**src/rtl/arp_decode.sv**
```systemverilog
// Receive-side ARP request parser: walks the payload nibble stream, validates the fixed
// header fields, and hands the sender's SHA/SPA to the reply encoder when TPA is ours.
module arp_decode #(
  parameter logic [31:0] IP_ADDR = 32'h0000_0000
) (
  input  logic        clk,
  input  logic        rst,
  input  logic        din_valid,
  input  logic [3:0]  din,
  input  logic        din_last,
  input  logic        req_ready,
  output logic        req_valid,
  output logic [47:0] sha,
  output logic [31:0] spa,
  output logic [7:0]  drop_cnt
);

  typedef enum logic [1:0] {IDLE, RECV, DRAIN} state_t;

  state_t      state, state_nxt;
  logic [5:0]  nib_cnt, nib_cnt_nxt;
  logic [47:0] sha_sh;
  logic [31:0] spa_sh, tpa_sh, tpa_full;
  logic [5:0]  sha_pos;
  logic [2:0]  spa_k;
  logic [4:0]  spa_pos, tpa_pos;
  logic        fixed_ok, commit, drop, overrun, handshake;

  // Expected nibble for HTYPE/PTYPE/HLEN/PLEN/OPER(request), low nibble of each byte first.
  function automatic logic [3:0] fixed_nib(input logic [3:0] idx);
    case (idx)
      4'd2:    fixed_nib = 4'h1;
      4'd4:    fixed_nib = 4'h8;
      4'd8:    fixed_nib = 4'h6;
      4'd10:   fixed_nib = 4'h4;
      4'd14:   fixed_nib = 4'h1;
      default: fixed_nib = 4'h0;
    endcase
  endfunction

  // Bit offset of the incoming nibble inside each MSB-first field.
  assign sha_pos = 6'd40 - {nib_cnt[3:1], 3'b000} + {3'b000, nib_cnt[0], 2'b00};
  assign spa_k   = nib_cnt[2:0] - 3'd4;
  assign spa_pos = 5'd24 - {spa_k[2:1], 3'b000} + {2'b00, spa_k[0], 2'b00};
  assign tpa_pos = 5'd24 - {nib_cnt[2:1], 3'b000} + {2'b00, nib_cnt[0], 2'b00};

  assign fixed_ok  = (nib_cnt[5:4] != 2'b00) || (din == fixed_nib(nib_cnt[3:0]));
  assign handshake = req_valid && req_ready;
  assign overrun   = commit && req_valid && !req_ready;

  always_comb begin
    tpa_full      = tpa_sh;
    tpa_full[7:4] = din;
  end

  // NOTE: every signal written here gets a default first so no latch is inferred.
  always_comb begin
    state_nxt   = state;
    nib_cnt_nxt = nib_cnt;
    commit      = 1'b0;
    drop        = 1'b0;
    case (state)
      IDLE, RECV: begin
        if (din_valid) begin
          if (!fixed_ok) begin
            drop        = 1'b1;
            nib_cnt_nxt = '0;
            state_nxt   = din_last ? IDLE : DRAIN;
          end else if (nib_cnt == 6'd55) begin
            commit      = (tpa_full == IP_ADDR);
            nib_cnt_nxt = '0;
            state_nxt   = din_last ? IDLE : DRAIN;
          end else if (din_last) begin
            drop        = 1'b1;
            nib_cnt_nxt = '0;
            state_nxt   = IDLE;
          end else begin
            nib_cnt_nxt = nib_cnt + 6'd1;
            state_nxt   = RECV;
          end
        end
      end
      DRAIN: if (din_valid && din_last) state_nxt = IDLE;
      default: begin
        state_nxt   = IDLE;
        nib_cnt_nxt = '0;
      end
    endcase
  end

  // NOTE: sequential state uses non-blocking assignments so all registers update together.
  always_ff @(posedge clk) begin
    if (!rst) begin
      state     <= IDLE;
      nib_cnt   <= '0;
      req_valid <= 1'b0;
      sha       <= '0;
      spa       <= '0;
      drop_cnt  <= '0;
    end else begin
      state   <= state_nxt;
      nib_cnt <= nib_cnt_nxt;
      if (commit && (!req_valid || req_ready)) begin
        req_valid <= 1'b1;
        sha       <= sha_sh;
        spa       <= spa_sh;
      end else if (handshake) begin
        req_valid <= 1'b0;
      end
      if ((drop || overrun) && drop_cnt != 8'hFF) drop_cnt <= drop_cnt + 8'd1;
    end
  end

  // NOTE: shadow registers are not reset; each is fully rewritten before a commit reads it.
  always_ff @(posedge clk) begin
    if (din_valid && state != DRAIN) begin
      if (nib_cnt >= 6'd16 && nib_cnt <= 6'd27) sha_sh[sha_pos +: 4] <= din;
      if (nib_cnt >= 6'd28 && nib_cnt <= 6'd35) spa_sh[spa_pos +: 4] <= din;
      if (nib_cnt >= 6'd48 && nib_cnt <= 6'd54) tpa_sh[tpa_pos +: 4] <= din;
    end
  end

endmodule

```
**config.mk**
```make
export PLATFORM = sky130hd
export DESIGN_NAME = arp_decode
export DESIGN_NICKNAME = d
export VERILOG_FILES = /design/src/rtl/arp_decode.sv
export SDC_FILE = /design/constraint.sdc
export NUM_CORES = 1
export LEC_CHECK = 0
export CAP_MARGIN = 20
export CORE_MARGIN = 2
export CORE_UTILIZATION = 25
export CTS_CLUSTER_SIZE = 16
export DETAILED_ROUTE_END_ITERATION = 8
export DONT_BUFFER_PORTS = 1
export PLACE_DENSITY = 0.49
export SLEW_MARGIN = 20
export SYNTH_ARGS = -nofsm -noshare
export SYNTH_HDL_FRONTEND = slang
export SYNTH_SLANG_ARGS = --single-unit
```
**constraint.sdc**
```tcl
create_clock -name clk -period 6.3 [get_ports clk]
set_clock_uncertainty 0.05 [all_clocks]
set_input_delay 0 -clock clk [delete_from_list [all_inputs] [get_ports clk]]
set_output_delay 0 -clock clk [all_outputs]
set_load 0.1 [all_outputs]
```
# After elaboration in Yosys (flattened, before gate mapping)
# Cells that the tools add are included.
dict set report totals {
  elab_cells 100
  reg_bits 209
  inputBits 9
  out_inout_bits 89
}
dict set report classes {
  magnitude_cmp 6
  muxes 27
  reduce_logical 26
  n_addsub 12
  shifts 6
  n_eq_ne 13
  bitwise 1
}
# cell n
set op_table {}
lappend op_table {{$bwmux 32} 2}
lappend op_table {{$shift 4x7->32 const A} 2}
lappend op_table {{$shiftx 4x7->32} 2}
lappend op_table {{$bwmux 48} 1}
lappend op_table {{$shift 4x8->48 const A} 1}
lappend op_table {{$shiftx 4x8->48} 1}
lappend op_table {{$logic_not 32->1} 1}
lappend op_table {{$mux 6} 4}
lappend op_table {{$pmux 4 s4} 1}
lappend op_table {{$neg 5->7} 2}
lappend op_table {{$eq 4x4->1 const B} 3}
lappend op_table {{$ge 6x5->1 const B} 2}
lappend op_table {{$le 6x6->1 const B} 2}
lappend op_table {{$mux 1} 12}
lappend op_table {{$pmux 6 s2} 1}
lappend op_table {{$add 5x3->5} 2}
lappend op_table {{$logic_and 1x1->1} 10}
lappend op_table {{$mux 2} 5}
lappend op_table {{$reduce_and 2->1} 5}
lappend op_table {{$sub 5x5->5 const A} 2}
lappend op_table {{$add 8x1->8 const B} 1}
lappend op_table {{$ne 8x8->1 const B} 1}
lappend op_table {{$neg 6->8} 1}
lappend op_table {{$add 6x1->6 const B} 1}
lappend op_table {{19 further kinds} 26}

# Logic depth before layout (Yosys ltp)
dict set report logic_depth {
  depth_word 12
  depth_mapped 10
  depth_no_buf 8
}

# Worst setup path before layout
# No wires, ideal clock.
dict set report synth_timing {
  path_type {reg-to-reg}
  startpoint {register nib_cnt[0]}
  endpoint {register sha_sh[16] (enable)}
  stages_incl_launch_ff 8
  t_arrival_ps 2217
  setup_slack_ps 3657
  path_buffers 2
  setup_time_ps 377
  t_required_ps 5873
  synth_period_minus_slack_ps 2643
  cell_sequence {dfxtp_1 inv_1 ha_1 buf_2 or3_1 and2_1 clkbuf_1 nor4_1}
}
dict set report synth_between {
  elab_chain_len 3
  elab_cells_between_ends 4
  cone_classes {order compare: 2; reduce/logical: 2}
}
# item line_no
set synth_lines {}
lappend synth_lines {{start: declaration} 21} ;# logic [5:0] nib_cnt, nib_cnt_nxt;
lappend synth_lines {{start signal: assignment} 102} ;# nib_cnt <= nib_cnt_nxt;
lappend synth_lines {{$ge 6x5->1 or $le 6x5->1 (tied branches)} 117} ;# if (nib_cnt >= 6'd16 && nib_cnt <= 6'd27) sha_sh[sha_pos +: 4] <= din;
lappend synth_lines {{$logic_and 1x1->1 (*)} 117}
lappend synth_lines {{$reduce_and 2->1 (no line) (*)} --}
lappend synth_lines {{end signal: indexed assignment} 117}
lappend synth_lines {{end: declaration} 22} ;# logic [47:0] sha_sh;
# Mark *: on every way between the ends. The rest lies on a longest branch, timed or not.
# A chain may end at the register's enable or synchronous reset.

# Worst setup path in the final report
dict set report layout_timing {
  startpoint {register nib_cnt[0]}
  endpoint {register state[1]}
}
dict set report layout_between {
  elab_chain_len 8
  elab_cells_between_ends 14
  cone_classes {eq/ne: 7; mux: 5; reduce/logical: 2}
}
# item line_no
set layout_lines {}
lappend layout_lines {{$eq 4x4->1 or $eq 4x2->1 (tied branches)} 31} ;# case (idx)
lappend layout_lines {{$reduce_or 2->1 (no line)} --}
lappend layout_lines {{$pmux 4 s4} 31}
lappend layout_lines {{$eq 4x4->1} 47} ;# assign fixed_ok = (nib_cnt[5:4] != 2'b00) || (din == fixed_nib(nib_cnt[3:0]));
lappend layout_lines {{$logic_or 1x1->1} 47}
lappend layout_lines {{$mux 2 (*)} 65} ;# if (!fixed_ok) begin
lappend layout_lines {{$mux 2 (*)} 64} ;# if (din_valid) begin
lappend layout_lines {{$pmux 2 s2 (*)} 62} ;# case (state)
lappend layout_lines {{end signal: assignment} 101} ;# state <= state_nxt;
lappend layout_lines {{end: declaration} 20} ;# state_t state, state_nxt;
# Mark *: on every way between the ends. The rest lies on a longest branch, timed or not. The select of a mux whose other input is x is not followed.

==> metrics <==
status=finished, final reports clean; ratio of cells with drive above 1 in the final layout=6.242%; Slew Limit Headroom=about 25%; type of the tightest min-delay check=in -> reg; largest fanout on the critical path=17; Distinct cells, synth=57; commonest cells in the synthesized netlist=edfxtp_1, dfxtp_1, mux2i_1; Final Wtd Congestion=approximately 0.81; YS warnings=0; vias=5522; mapped cell area=just under 9000 um^2; CP endpoint kind=flip-flop; final worst-path cycle share=58.39%; TritonCTS Buffers=24; R2R Path End=state[1]$_SDFFE_PN0P_; total core area=34540 um^2; # IOs=between 90 and 100; DR WL/cell=18.40 um; final count of hold timing violations=0; H-tree levels=1; Final ANT Viol Nets=0; Synth Flop Type=edfxtp_1; number of nets in the layout=just under 800; P_int=around 2.2 mW; EDFF count, synth=108; worst-margin pin slew=1.128 ns; Arr. time, crit path=slightly above 4 ns; fin cells=approximately 1200; chip width=191.3 um; max-slew violations=0; count leader, synth=edfxtp_1; WHS Path Cells=2; register area share after synthesis=59.12%; full die area=between 30000 and 40000 um^2; CTS tree=yes; Residual DRC=0; reg2reg start=nib_cnt[0]$_SDFFE_PN0P_; Routed WL=between 20 and 25 mm; Max Root-Sink Buffers=3; required time worst endpoint=6.65 ns; Max VDD drop=approximately 0.00017 V; initial detailed-routing violation count=375; PortBufs=0; Yosys top cell by area=edfxtp_1; Setup Total Neg Slack=0 ns; Cells after Synth=756; #FFs+latches synth=approximately 200; total of max-cap violations=0; Net Switching=about 0.6 mW; Min-Delay Endpoint=tpa_sh[14]$_DFFE_PP_; Synth top area share=a little under two fifths; Leak Pwr=3.776 nW; P&R area growth vs syn=13.20%; R2R depth=9; Tot Pwr=about 2.8 mW; pre-CTS setup slack=2.816 ns; initial antenna violation count=0; first-pass GRT wire length=34.02 mm; Root Buffer Master=clkbuf_16; largest net degree at the start of global routing=103; net count after synthesis=773; Initial Util=25.39%; GRT Total Usage=12.10%; Setup Viol. Count Final=0; CP Class=reg -> reg; share of power burned in registers=about 51%; Gate power share=2.3%; TritonCTS Sinks=205; Pre-antenna DRT Iters=5; vias in the first global route=5311; RSZ-0062 raised after global routing=no; Avg Cell Area, Syn=between 10 and 15 um^2; total gr overflow=0; dominant cells by area after synthesis=edfxtp_1, dfxtp_1, mux2i_1; Worst Hold Launch=din[2]; vias per inst=4.511; Clock power frac=47.1%; die height=191.3 um; Tmin final=roughly 3.7 ns; Antenna diodes=0; Power Density=279.4 nW/um^2; Setup crit start kind=flip-flop; clk_lat worst skew=0.52 ns; Clock transition at path regs=0.06 ns; Switching Share=between 20% and 30%; Post-synth ARST share=0%; hold slack=0.03469 ns; R2R Setup Slk=2.62 ns; Post-DP HPWL=14.97 mm; Post-Place Cells=~1200; Final WS setup=2.621 ns; Core Rows=68; post-CTS setup buffers=0; Fmax=0.2718 GHz
[cell families (layout without fill, tap and decap cells)]
kind of cell | count (synthesis) | in the layout | share of synthesized area (%)
compound gates | 44 | 44 | 3.153
xor+xnor | 8 | 8 | 0.8846
fa+ha+maj | 8 | 8 | 1.141
buf+inv | 56 | 69 | 4.095
flops | 205 | 205 | 59.12
mux | 90 | 90 | 10.27
simple gates | 345 | 345 | 21.33
[cell type report]
type | instances | area (um^2)
tap | 455 | 569.3
multi-input combinational | 495 | 3226
sequential | 205 | 5185
clock inverter | 12 | 91.34
clock buffer | 31 | 646.9
inverter | 9 | 33.78
timing repair buffer | 17 | 175.2
fill | 3655 | 24620
[power groups by stage]
stage / clock network (mW) / registers, mW / logic, mW
finish: 1.31 / 1.40 / 0.0648
detailed placement: 0 / 1.43 / 0.0456
global route: 1.40 / 1.40 / 0.0705
global placement: 0 / 1.43 / 0.0454
floorplan: 0 / 1.44 / 0.0383
CTS: 1.34 / 1.40 / 0.0657
[worst max-delay path, stage by stage, from the launching register on]
cell and delay [ns]:
dfxtp_1 0.47, inv_1 0.30, ha_1 0.60, inv_2 0.19, o21ai_0 0.22, a311oi_1 0.18
nor3_2 0.62, a211oi_1 0.17, o21a_1 0.21, dlygate4sd3_1 0.55
[worst max-delay path by stage]
stage	startpoint	endpoint	slack, ns	cells past startpoint
final	nib_cnt[0]$_SDFFE_PN0P_	state[1]$_SDFFE_PN0P_	2.62	9
after global routing	nib_cnt[0]$_SDFFE_PN0P_	state[1]$_SDFFE_PN0P_	2.41	9
after CTS	nib_cnt[0]$_SDFFE_PN0P_	state[1]$_SDFFE_PN0P_	2.71	9
after detailed placement	nib_cnt[0]$_SDFFE_PN0P_	sha_sh[26]$_DFFE_PP_	2.82	8
after global placement	nib_cnt[0]$_SDFFE_PN0P_	sha_sh[16]$_DFFE_PP_	2.99	6
after floorplan	nib_cnt[0]$_SDFFE_PN0P_	sha_sh[16]$_DFFE_PP_	3.66	7
[sequential cells by signal, indices dropped and copies added, names as in the netlist]
signal	flops
sha	48
sha_sh	48
spa	32
spa_sh	32
tpa_sh	28
drop_cnt	8
nib_cnt	6
state	2
req_valid	1
[metal layers]
metal / global-route usage (%) / part of all wire (%) / routed length, um
met5: 0 / 0 / 0
met4: 3.402 / 2.8 / 622
met3: 3.194 / 6.7 / 1516
met2: 18.84 / 45 / 10070
met1: 16.49 / 46 / 10310
[placed cells by master (no fill, tap or decap), types with 2 or more instances in the layout]
| cell | instances |
|---|---|
| or4_1 | 2 |
| ha_1 | 8 |
| inv_1 | 7 |
| nand3_1 | 12 |
| nor2_1 | 73 |
| dlygate4sd3_1 | 11 |
| nand2b_1 | 14 |
| mux2i_1 | 90 |
| a311oi_1 | 2 |
| nand2_1 | 40 |
| clkinv_2 | 2 |
| xnor2_1 | 4 |
| a211oi_1 | 2 |
| nand4_1 | 7 |
| and3_1 | 17 |
| clkbuf_16 | 24 |
| dfxtp_1 | 97 |
| nor2b_1 | 83 |
| o21ai_0 | 7 |
| a21oi_1 | 18 |
| clkbuf_8 | 2 |
| and2_1 | 15 |
| xor2_1 | 3 |
| nor3_1 | 33 |
| nor4_1 | 33 |
| nand3b_1 | 2 |
| buf_4 | 5 |
| a21boi_0 | 3 |
| clkinv_1 | 8 |
| edfxtp_1 | 108 |
| or3_1 | 2 |
| clkbuf_1 | 5 |
[repair_timing]
item | in CTS | in global routing
resized for setup | 0 | 0
hold buffers | 12 | 0
hold endpoints to repair | 146 | 0
[metrics by stage]
stage / util [%] / cell area [um^2]
2_1_floorplan: - / 8770
5_1_grt: 28.74 / 9927
3_3_place_gp: 26.20 / 9051
3_5_place_dp: 26.20 / 9051
4_1_cts: 28.74 / 9927
6_report: 28.74 / 9927
(Power assumes the default switching activity.)
